==> src/rtl/vALU_pkg.sv <==
// Shared vALU definitions: reduction sequencer states, SEW encodings and
// the per-lane identity values for min/max reductions.
package vALU_pkg;

    typedef enum logic [1:0] {
        IDLE  = 2'd0,
        ACCUM = 2'd1,
        FOLD  = 2'd2,
        SEED  = 2'd3
    } state_e;

    localparam logic [1:0] SEW_E8  = 2'd0;
    localparam logic [1:0] SEW_E16 = 2'd1;
    localparam logic [1:0] SEW_E32 = 2'd2;
    localparam logic [1:0] SEW_E64 = 2'd3;

    // Identity replicated into every SEW lane of a 64-bit word. Unsigned
    // identities are all-zeros (max) or all-ones (min); signed ones flip the
    // lane sign bit of those.
    function automatic logic [63:0] identity_word(input logic [1:0] sew,
                                                  input logic       op_max,
                                                  input logic       op_signed);
        logic [63:0] base_s;
        logic [63:0] sign_mask_s;
        if (op_max) begin
            base_s = 64'h0000_0000_0000_0000;
        end else begin
            base_s = 64'hFFFF_FFFF_FFFF_FFFF;
        end
        case (sew)
            SEW_E8:  sign_mask_s = 64'h8080_8080_8080_8080;
            SEW_E16: sign_mask_s = 64'h8000_8000_8000_8000;
            SEW_E32: sign_mask_s = 64'h8000_0000_8000_0000;
            SEW_E64: sign_mask_s = 64'h8000_0000_0000_0000;
            default: sign_mask_s = 64'h8000_0000_8000_0000;
        endcase
        if (op_signed) begin
            identity_word = base_s ^ sign_mask_s;
        end else begin
            identity_word = base_s;
        end
    endfunction

endpackage

==> src/rtl/vlane_better.sv <==
// Combinational compare-and-select of one W-bit element pair: returns the
// "better" of a and b for min/max under signed or unsigned ordering.
module vlane_better #(
    parameter int W = 8
) (
    input  logic [W-1:0] a,
    input  logic [W-1:0] b,
    input  logic         op_max,
    input  logic         op_signed,
    output logic [W-1:0] y
);

    logic [W-1:0] lhs_s;
    logic [W-1:0] rhs_s;
    logic [W+1:0] diff_s;

    // b wins only when strictly better, so ties keep a (the accumulator side).
    always_comb begin
        if (op_max) begin
            lhs_s = a;
            rhs_s = b;
        end else begin
            lhs_s = b;
            rhs_s = a;
        end
        diff_s = {op_signed & lhs_s[W-1], lhs_s, 1'b0}
               - {op_signed & rhs_s[W-1], rhs_s, 1'b0};
        if (diff_s[W+1]) begin
            y = b;
        end else begin
            y = a;
        end
    end

endmodule

==> src/rtl/vminmax_reduce_ctrl.sv <==
// Sequencer for vredmin/vredminu/vredmax/vredmaxu: accumulates vs2 beats
// lane-wise, folds the accumulator down to one element, then applies vs1[0].
module vminmax_reduce_ctrl
    import vALU_pkg::*;
#(
    parameter int REQ_DATA_WIDTH = 64,
    parameter int SEW_WIDTH      = 2,
    parameter int REQ_BE_WIDTH   = REQ_DATA_WIDTH / 8,
    parameter bit ENABLE_64_BIT  = 1'b0
) (
    input  logic                      clk,
    input  logic                      rst,
    input  logic                      start,
    input  logic [SEW_WIDTH-1:0]      sew,
    input  logic                      op_max,
    input  logic                      op_signed,
    input  logic [63:0]               seed,
    input  logic                      in_valid,
    output logic                      in_ready,
    input  logic [REQ_DATA_WIDTH-1:0] in_data,
    input  logic [REQ_BE_WIDTH-1:0]   in_be,
    input  logic                      in_last,
    output logic                      busy,
    output logic                      out_valid,
    output logic [63:0]               out_data
);

    localparam int         DW      = REQ_DATA_WIDTH;
    localparam int         NB      = REQ_BE_WIDTH;
    localparam logic [6:0] DW_BITS = 7'(REQ_DATA_WIDTH);
    // 64-bit elements need both the feature and a 64-bit beat.
    localparam logic [1:0] MAX_SEW = (REQ_DATA_WIDTH == 64 && ENABLE_64_BIT) ? SEW_E64 : SEW_E32;

    state_e          state_r;
    state_e          next_state_s;
    logic [1:0]      sew_r;
    logic            op_max_r;
    logic            op_signed_r;
    logic [63:0]     seed_r;
    logic [DW-1:0]   acc_r;
    logic [6:0]      active_r;
    logic            in_ready_r;
    logic            busy_r;
    logic            out_valid_r;
    logic [63:0]     out_data_r;

    logic [1:0]      eff_sew_s;
    logic [63:0]     start_ident_s;
    logic [6:0]      sew_bits_s;
    logic [6:0]      half_s;
    logic [DW-1:0]   b_s;
    logic [NB-1:0]   en_s;
    logic [DW-1:0]   y8_s;
    logic [DW-1:0]   y16_s;
    logic [DW-1:0]   y32_s;
    logic [DW-1:0]   y64_s;
    logic [DW-1:0]   bank_s;
    logic [63:0]     lane0_mask_s;
    logic [63:0]     result_s;

    assign eff_sew_s     = (sew[1:0] > MAX_SEW) ? MAX_SEW : sew[1:0];
    assign start_ident_s = identity_word(eff_sew_s, op_max, op_signed);
    assign sew_bits_s    = 7'd8 << sew_r;
    assign half_s        = active_r >> 1;

    // Compare-bank operand and lane-enable selection per phase.
    always_comb begin
        b_s  = acc_r;
        en_s = {NB{1'b1}};
        case (state_r)
            ACCUM: begin
                b_s  = in_data;
                en_s = in_be;
            end
            FOLD:    b_s = acc_r >> half_s;
            SEED:    b_s = seed_r[DW-1:0];
            IDLE:    b_s = acc_r;
            default: b_s = acc_r;
        endcase
    end

    // One compare bank per element width; the latched sew picks the bank.
    for (genvar i = 0; i < NB; i++) begin : g_b8
        vlane_better #(.W(8)) u_better (
            .a(acc_r[8*i +: 8]), .b(b_s[8*i +: 8]),
            .op_max(op_max_r), .op_signed(op_signed_r), .y(y8_s[8*i +: 8])
        );
    end
    for (genvar i = 0; i < NB / 2; i++) begin : g_b16
        vlane_better #(.W(16)) u_better (
            .a(acc_r[16*i +: 16]), .b(b_s[16*i +: 16]),
            .op_max(op_max_r), .op_signed(op_signed_r), .y(y16_s[16*i +: 16])
        );
    end
    for (genvar i = 0; i < NB / 4; i++) begin : g_b32
        vlane_better #(.W(32)) u_better (
            .a(acc_r[32*i +: 32]), .b(b_s[32*i +: 32]),
            .op_max(op_max_r), .op_signed(op_signed_r), .y(y32_s[32*i +: 32])
        );
    end
    if (DW == 64) begin : g_b64
        vlane_better #(.W(64)) u_better (
            .a(acc_r), .b(b_s),
            .op_max(op_max_r), .op_signed(op_signed_r), .y(y64_s)
        );
    end else begin : g_no_b64
        assign y64_s = acc_r;
    end

    // Per-element merge: masked elements keep the accumulator value.
    always_comb begin
        bank_s = acc_r;
        case (sew_r)
            SEW_E8: begin
                for (int i = 0; i < NB; i++) begin
                    bank_s[8*i +: 8] = en_s[i] ? y8_s[8*i +: 8] : acc_r[8*i +: 8];
                end
            end
            SEW_E16: begin
                for (int i = 0; i < NB / 2; i++) begin
                    bank_s[16*i +: 16] = en_s[2*i] ? y16_s[16*i +: 16] : acc_r[16*i +: 16];
                end
            end
            SEW_E32: begin
                for (int i = 0; i < NB / 4; i++) begin
                    bank_s[32*i +: 32] = en_s[4*i] ? y32_s[32*i +: 32] : acc_r[32*i +: 32];
                end
            end
            SEW_E64: bank_s = en_s[0] ? y64_s : acc_r;
            default: bank_s = acc_r;
        endcase
    end

    // Lane 0 of the bank, zero-extended from the element width.
    always_comb begin
        case (sew_r)
            SEW_E8:  lane0_mask_s = 64'h0000_0000_0000_00FF;
            SEW_E16: lane0_mask_s = 64'h0000_0000_0000_FFFF;
            SEW_E32: lane0_mask_s = 64'h0000_0000_FFFF_FFFF;
            SEW_E64: lane0_mask_s = 64'hFFFF_FFFF_FFFF_FFFF;
            default: lane0_mask_s = 64'h0000_0000_FFFF_FFFF;
        endcase
        result_s           = 64'd0;
        result_s[DW-1:0]   = bank_s & lane0_mask_s[DW-1:0];
    end

    // Next-state logic.
    always_comb begin
        next_state_s = state_r;
        case (state_r)
            IDLE: begin
                if (start) begin
                    next_state_s = ACCUM;
                end else begin
                    next_state_s = IDLE;
                end
            end
            ACCUM: begin
                if (in_valid && in_ready_r && in_last) begin
                    next_state_s = (DW_BITS == sew_bits_s) ? SEED : FOLD;
                end else begin
                    next_state_s = ACCUM;
                end
            end
            FOLD: begin
                if (half_s == sew_bits_s) begin
                    next_state_s = SEED;
                end else begin
                    next_state_s = FOLD;
                end
            end
            SEED:    next_state_s = IDLE;
            default: next_state_s = IDLE;
        endcase
    end

    // State, configuration, accumulator and registered outputs.
    always_ff @(posedge clk) begin
        if (rst) begin
            state_r     <= IDLE;
            sew_r       <= SEW_E8;
            op_max_r    <= 1'b0;
            op_signed_r <= 1'b0;
            seed_r      <= 64'd0;
            acc_r       <= {DW{1'b1}};  // min-unsigned identity of the reset config
            active_r    <= DW_BITS;
            in_ready_r  <= 1'b0;
            busy_r      <= 1'b0;
            out_valid_r <= 1'b0;
            out_data_r  <= 64'd0;
        end else begin
            state_r     <= next_state_s;
            in_ready_r  <= (next_state_s == ACCUM);
            busy_r      <= (next_state_s != IDLE);
            out_valid_r <= 1'b0;
            case (state_r)
                IDLE: begin
                    if (start) begin
                        sew_r       <= eff_sew_s;
                        op_max_r    <= op_max;
                        op_signed_r <= op_signed;
                        seed_r      <= seed;
                        acc_r       <= start_ident_s[DW-1:0];
                        active_r    <= DW_BITS;
                    end
                end
                ACCUM: begin
                    if (in_valid && in_ready_r) begin
                        acc_r <= bank_s;
                    end
                end
                FOLD: begin
                    acc_r    <= bank_s;
                    active_r <= half_s;
                end
                SEED: begin
                    out_valid_r <= 1'b1;
                    out_data_r  <= result_s;
                end
                default: begin
                    acc_r <= acc_r;
                end
            endcase
        end
    end

    assign in_ready  = in_ready_r;
    assign busy      = busy_r;
    assign out_valid = out_valid_r;
    assign out_data  = out_data_r;

endmodule
==> config.mk <==
export PLATFORM = sky130hd
export DESIGN_NAME = vminmax_reduce_ctrl
export DESIGN_NICKNAME = d
export VERILOG_FILES = /design/src/rtl/vALU_pkg.sv /design/src/rtl/vlane_better.sv /design/src/rtl/vminmax_reduce_ctrl.sv
export SDC_FILE = /design/constraint.sdc
export NUM_CORES = 1
export LEC_CHECK = 0
export BUFFER_PORTS_ARGS = -buffer_cell sky130_fd_sc_hd__buf_4
export CAP_MARGIN = 20
export CORE_ASPECT_RATIO = 0.7
export CORE_MARGIN = 4
export CORE_UTILIZATION = 40
export CTS_CLUSTER_DIAMETER = 30
export CTS_CLUSTER_SIZE = 40
export DETAILED_ROUTE_END_ITERATION = 12
export HOLD_SLACK_MARGIN = 0.02
export PLACE_DENSITY = 0.58
export SKIP_CTS_REPAIR_TIMING = 1
export SKIP_LAST_GASP = 1
export SYNTH_ARGS = -nofsm -noshare
export SYNTH_HDL_FRONTEND = slang
export SYNTH_HIERARCHICAL = 1
export SYNTH_SLANG_ARGS = --single-unit
==> constraint.sdc <==
create_clock -name clk -period 11.8 [get_ports clk]
set_clock_uncertainty 0.15 [all_clocks]
set_input_delay 2.95 -clock clk [delete_from_list [all_inputs] [get_ports clk]]
set_output_delay 2.95 -clock clk [all_outputs]
set_load 0.01 [all_outputs]
==> reports/metrics.cfg, run 1 <==
[yosys]
synth_top_cell_area_share_pct = 11.8
syn_area_um2 = 35000
synth.distinct_cells = 101
synth_compound_area_share_pct = 25.5
ys_ff_latch = 207
async_flop_share_pct = 0
netlist_top_cells_area = dfxtp_1 12%, mux2i_1 11%, mux2_2 11%
synth_edf_count = 0
synth_common_cells = 594 x nand2_1, 390 x mux2i_1, 364 x a21oi_1, 330 x mux2_2, 232 x ha_1
yosys.area_share.simple_pct = 15.4
synthCells = 4260
synth_nets = 4637
syn_area_per_cell_um2 = 8.23
synth_most_common_cell = nand2_1
synth_top_family_by_area = multiplexers
ys_seq_area_share_pct = 11.8
synth_ff_type = dfxtp_1
synth-xor-area-share_pct = 0.903
synthAdderAreaFrac_pct = 8.28
yosys-mux-area-fraction_pct = 31.0
yosys_warnings = 6
synth_top_area_cell = dfxtp_1

[die]
coreArea_um2 = 86500
dieArea_um2 = 92500
io_pins = 212
start_util_pct = 40.5
die_h_um = 256
floorplan.die.width_um = 362
num_rows = 90

[global_route]
gr-usage-met2_pct = 39.2
grt-busiest-layer = met1
grt_pass1_wl_um = 217000
grt_overflow_total = 0
grtUsageMet3_pct = 9.39
antenna_found_initial = 4
grt_pass1_vias = 32300
grt_max_degree = 165
grt_usage_pct = 30.2
met1_usage_pct = 46.3

[worst_hold_path]
holdPathEnd = seed_r[63]
hold_class = flip-flop to flip-flop
hp-start = seed_r[63]
hold_depth = 2

[routing]
first_pass_iters = 7
routed_wl_um = 149000
routedWlPerCell_um = 27.1
vias = 36500
ant_nets = 0
vias_per_cell = 6.64
drc = 0
drt_iter0_markers = 4678

[clocking]
clock_latency_ns = 0.66
numClockSinks = 207
cts_tree = done
cts_buffer_depth = 3
cts-root-buf = clkbuf_16
ctsHtreeMaxLevel = 2
clkSlewWorstSetupHoldPaths_ns = 0.05
numCtsBuffers = 59

[timing]
slew_viol_final = 0
fmax_ghz = 0.116
finalSetupViolations = 0
hold_viol_final = 0
hold_ws_ns = 0.307
slew_headroom_pct = 24.0
tightest_slew_ns = 1.14
fin_tns_setup_ns = 0
rsz0062_at_grt = false
timing.final.crit_share_pct = 73.1
min_period_ns = 8.62

[run_status]
status = complete, no violations

[finish]
fill_cells = 8550
drive_gt1_share_pct = 23.9
multiInputGateArea_um2 = 28500
nets = 4673
ff_latch_area_um2 = 4170
areaGrowthSynthToFinish_pct = 12.6

[placement]
place_congestion = 1.05
port_buffers = 211
dpl.hpwl_um = 103000

[power_and_ir_drop]
total_power_uw = 5990
p_leak_uw = 0.0156
powerDensity_nw_per_um2 = 152
max-vdd-ir-drop_uv = 114

[setup_path]
required_ns = 12.20
reg2reg_slack_ns = 3.18
rr_endpoint = acc_r[0]
r2r_start = active_r[2]
path_class = flip-flop to flip-flop
critical_path_peak_fanout = 59
end_kind = flip-flop
reg2reg_depth = 21
crit_arrival_ns = 9.02
cp-start-kind = flip-flop

[run]
drv_cap = 0

-- final cells by class --
cell class                      instances  area share [%]
Antenna cell                            1         0.00634
Clock buffer                           69            4.05
Clock inverter                         42            1.54
Inverter                               51           0.485
Multi-Input combinational cell       3594            72.3
Sequential cell                       207            10.6
Tap cell                             1150            3.65
Timing Repair Buffer                  383            7.37
-- worst max-delay path, cell delays in order (launching register included) --
cell	delay, ns
dfxtp_4	0.94
buf_4	0.60
mux2_2	0.43
a221oi_1	0.75
o21ai_0	0.16
a22o_1	0.28
o32a_1	0.58
mux2_2	0.40
ha_1	0.31
a21oi_1	0.13
o21ai_0	0.11
a22o_1	0.20
o21ai_0	0.45
and2_4	0.29
o21ai_4	0.09
xor2_4	0.64
buf_12	0.43
mux2_2	0.38
mux4_2	0.46
mux2i_1	0.20
nand2_1	0.08
a221o_1	0.34
-- sequential cells by signal, summed over array words and instances, names as in the netlist --
name / cells
seed_r: 64
sew_r: 2
in_ready: 1
op_max_r: 1
out_valid: 1
active_r: 6
state_r: 2
acc_r: 64
op_signed_r: 1
busy: 1
out_data: 64
-- worst max-delay path by stage --
stage                      from       end  slack [ns]
finish              active_r[2]  acc_r[0]        3.18
global route        active_r[2]  acc_r[0]        2.90
CTS                 active_r[2]  acc_r[0]        3.37
detailed placement  in_data[33]  acc_r[0]        3.25
global placement    in_data[13]  acc_r[0]        3.32
floorplan           in_data[63]  acc_r[3]        4.34
-- placed cells by master, fill, tap and decap left out, types with 14 or more instances in the layout --
| cell type | synthesis | layout |
|---|---|---|
| nand2_1 | 594 | 593 |
| mux2_1 | 68 | 68 |
| mux2_2 | 330 | 330 |
| a2bb2oi_1 | 38 | 34 |
| and2_1 | 19 | 18 |
| a211o_1 | 33 | 33 |
| o22ai_1 | 37 | 37 |
| o21ai_1 | 23 | 23 |
| nand4_1 | 31 | 31 |
| xor2_1 | 23 | 23 |
| o311a_1 | 15 | 15 |
| nand3_1 | 100 | 100 |
| o211ai_1 | 33 | 33 |
| o21ai_0 | 103 | 102 |
| nor3_1 | 57 | 57 |
| a2111o_1 | 56 | 56 |
| ha_1 | 232 | 229 |
| a31oi_1 | 30 | 30 |
| inv_1 | 48 | 48 |
| inv_6 | 0 | 14 |
| dfxtp_1 | 207 | 199 |
| o21a_1 | 37 | 37 |
| nor2_1 | 183 | 181 |
| a21o_1 | 26 | 26 |
| mux4_2 | 64 | 64 |
| o311ai_0 | 113 | 113 |
| nor2b_1 | 39 | 36 |
| a21oi_1 | 364 | 364 |
| nand3b_1 | 21 | 21 |
| o221ai_1 | 16 | 16 |
| mux2i_1 | 390 | 390 |
| a211oi_1 | 38 | 37 |
| a221o_1 | 27 | 27 |
| a221oi_1 | 59 | 59 |
| nand2b_1 | 55 | 53 |
| buf_4 | 44 | 379 |
| clkbuf_16 | 0 | 61 |
| a22oi_1 | 17 | 17 |
| and3_1 | 16 | 16 |
| mux2_4 | 66 | 66 |
-- layer usage --
metal  vias to the layer above  share of wire, %
li1                      16500                 -
met1                     17500                46
met2                      2233                38
met3                       301                14
met4                         0               3.1
met5                         -                 0
-- through the flow --
| step | cell area (um2) | worst slack [ns] | util (%) | instances |
|---|---|---|---|---|
| detailed placement | 37200 | 3.25 | 43.0 | 5382 |
| finish | 39500 | 3.18 | 45.6 | 5497 |
| global placement | 37200 | 3.32 | 43.0 | 5382 |
| floorplan | 35000 | 4.34 | - | 4260 |
| global route | 39500 | 2.90 | 45.6 | 5496 |
| CTS | 39400 | 3.37 | 45.6 | 5493 |
-- logic make-up (layout without fill, tap and decap cells) --
kind of cell	count (synthesis)	in the layout
compound gates	1231	1231
simple gates	1177	1177
mux	920	920
buf+inv	459	545
fa+ha+maj	232	232
flops	207	207
xor+xnor	34	34
other cells	0	1
-- report_power, final --
part | total [uW] | switching (uW) | internal [uW]
sequential | 813 | 68.3 | 745
combinational | 3380 | 1930 | 1450
clock | 1800 | 582 | 1220
Note: power is estimated with default switching activity, not from simulation.
==> run 2, diff against run 1 <==
PLACE_DENSITY = 0.6   (was 0.58)
clock period = 7.24 ns   (was 11.8 ns; I/O delays follow)
==> run 2 against run 1 <==
  * Sequential power is 78% higher
  * Non-clock buffer count is 183 higher
  * Cell count is 3.3% higher
  * Largest power group unchanged
  * Setup slack worse by 3.0 ns
  * Critical path type unchanged
  * Utilization is 1.6 points higher
  * Via count is 2.4% higher
  * Clock power is 53% higher
  * Sequential share of layout area is 0.36 points lower
  * Fmax is 23% higher
  * Critical path depth is 3 higher
  * Hold slack better by 0.0023 ns
==> reports/metrics.cfg, run 2 (synthesis gave the netlist of run 1 again) <==
[run_status]
status = complete, no violations

[die]
floorplan.die.width_um = 362  ; unchanged
start_util_pct = 40.5  ; unchanged
num_rows = 90  ; unchanged
dieArea_um2 = 92500  ; unchanged
io_pins = 212  ; unchanged
die_h_um = 256  ; unchanged
coreArea_um2 = 86500  ; unchanged

[finish]
final_common_cell = nand2_1
areaGrowthSynthToFinish_pct = 16.5
diodes = 0  ; -1
layout_common_cells = 593 x nand2_1, 550 x buf_4, 390 x mux2i_1
utilization_pct = 47.2  ; +1.6 points
drive_gt1_share_pct = 27.0  ; +3.1 points
fill_cells = 8478  ; -0.84%
nets = 4855  ; +3.9%

[timing]
min_period_ns = 7.04  ; -1.59 ns
slew_viol_final = 0  ; unchanged
timing.final.crit_share_pct = 97.2  ; +24 points
slew_headroom_pct = 14.6  ; -9.4 points
rsz0062_at_grt = false
fmax_ghz = 0.142  ; +23%
finalSetupViolations = 0  ; unchanged
fin_tns_setup_ns = 0  ; unchanged
hold_viol_final = 0  ; unchanged
tightest_slew_ns = 1.27  ; +0.131 ns

[routing]
first_pass_iters = 6  ; -1
drt_iter0_markers = 5125  ; +9.6%
routed_wl_um = 159000  ; +6.4%
ant_nets = 0  ; unchanged
drc = 0  ; unchanged
vias_per_cell = 6.58  ; -0.82%
routedWlPerCell_um = 27.9  ; +3.0%
vias = 37400  ; +2.4%

[clocking]
cts-root-buf = clkbuf_16
cts_buffer_depth = 3  ; unchanged
numCtsBuffers = 58  ; -1.7%
ctsHtreeMaxLevel = 2  ; unchanged
clkSlewWorstSetupHoldPaths_ns = 0.05  ; about the same
numClockSinks = 207  ; unchanged
cts_tree = done
clock_latency_ns = 0.65  ; about the same

[placement]
place_congestion = 1.05  ; about the same
dpl.hpwl_um = 117000  ; +13%
port_buffers = 211  ; unchanged

[setup_path]
crit_buf_inv = 5  ; +3
startpoint = state_r[0]
r2r_start = state_r[0]
cp-start-kind = flip-flop
required_ns = 7.61  ; -4.59 ns
crit_slowest_cell = or3b_2
path_class = flip-flop to flip-flop
crit_arrival_ns = 7.41  ; -1.61 ns
critPathTopFamily = compound AO/OA/AOI/OAI gates
worstPathCellList = inv_1 -> ha_1 -> or3b_2 -> nor2_1 -> buf_4 -> a21oi_1 -> a32oi_2 -> mux2i_1 -> ha_1 -> nand2_1 -> o41ai_1 -> buf_4 -> a221oi_2 -> and2_4 -> o21ai_4 -> xor2_4 -> buf_12 -> buf_4 -> mux2_4 -> mux2i_1 -> o2bb2ai_1 -> a222oi_1 -> a21oi_1 -> a211o_1
cpMostUsedCell = buf_4
end_kind = flip-flop
critical_path_peak_fanout = 11  ; -81%
max_stage_delay_ns = 0.71  ; -0.23 ns

[worst_hold_path]
hp-start = seed_r[56]
hold_class = flip-flop to flip-flop

[power_and_ir_drop]
max-vdd-ir-drop_uv = 177  ; +55%
pwr-share-comb_pct = 57.6  ; +1.2 points
p_leak_uw = 0.0164  ; +5.7%
pwr-share-clk_pct = 27.7  ; -2.3 points
p_int_uw = 5640  ; +66%
powerDensity_nw_per_um2 = 243  ; +60%
p_seq_share_pct = 14.6  ; +1.0 points
power_switching_uw = 4270  ; +65%
switching_share_pct = 43.1  ; -0.067 points

[global_route]
grt_max_degree = 95  ; -42%
grt_overflow_total = 0  ; unchanged
grt_pass1_vias = 33500  ; +3.9%
grt_usage_pct = 32.4  ; +2.2 points
antenna_found_initial = 5  ; +1
grt_pass1_wl_um = 231000  ; +6.2%

[run]
drv_cap = 0  ; unchanged

[run 2: layout make-up]
type | instances | area, um2 | share of cell area, %
tap | 1150 | 1440 | 3.52
multi-input combinational | 3594 | 28600 | 69.9
sequential | 207 | 4170 | 10.2
inverter | 51 | 191 | 0.469
timing repair buffer | 566 | 4440 | 10.9
clock inverter | 39 | 470 | 1.15
clock buffer | 70 | 1590 | 3.89
[run 2: power groups by stage]
stage,Clock [uW],Combinational (uW),Sequential (uW)
finish,2750,5710,1450
CTS,2770,5540,1420
global route,2830,6120,1440
floorplan,0,3890,1380
detailed placement,0,5500,1440
global placement,0,5440,1450
[run 2: tightest hold or removal path, stage by stage (launching register included)]
cell and delay, ns:
dfxtp_1 0.31, nand2_1 0.05, a21oi_1 0.05
[run 2: metrics by stage]
step	instance area, um2	total power (uW)	cells	setup slack, ns	hold WS (ns)
after floorplan	35000	5270	4260	0.924	0.286
after global placement	38800	6880	5566	0.362	0.295
after detailed placement	38800	6950	5566	0.305	0.304
after CTS	40800	9730	5675	0.240	0.310
after global routing	40800	10400	5677	0.0288	0.332
final	40800	9910	5677	0.204	0.309
[run 2: final timing paths]
check,end,slack [ns],cells past startpoint
min,seed_r[56],0.31,2
max reg2reg,acc_r[8],0.20,24
min reg2reg,seed_r[56],0.31,2
max,acc_r[8],0.20,24
[run 2: routing by layer]
layer	track usage, %	up-vias	part of all wire [%]
li1	-	16900	-
met1	49.9	18000	47
met2	40.9	2195	36
met3	12.0	276	14
met4	8.22	6	2.8
met5	0.103	-	0.026
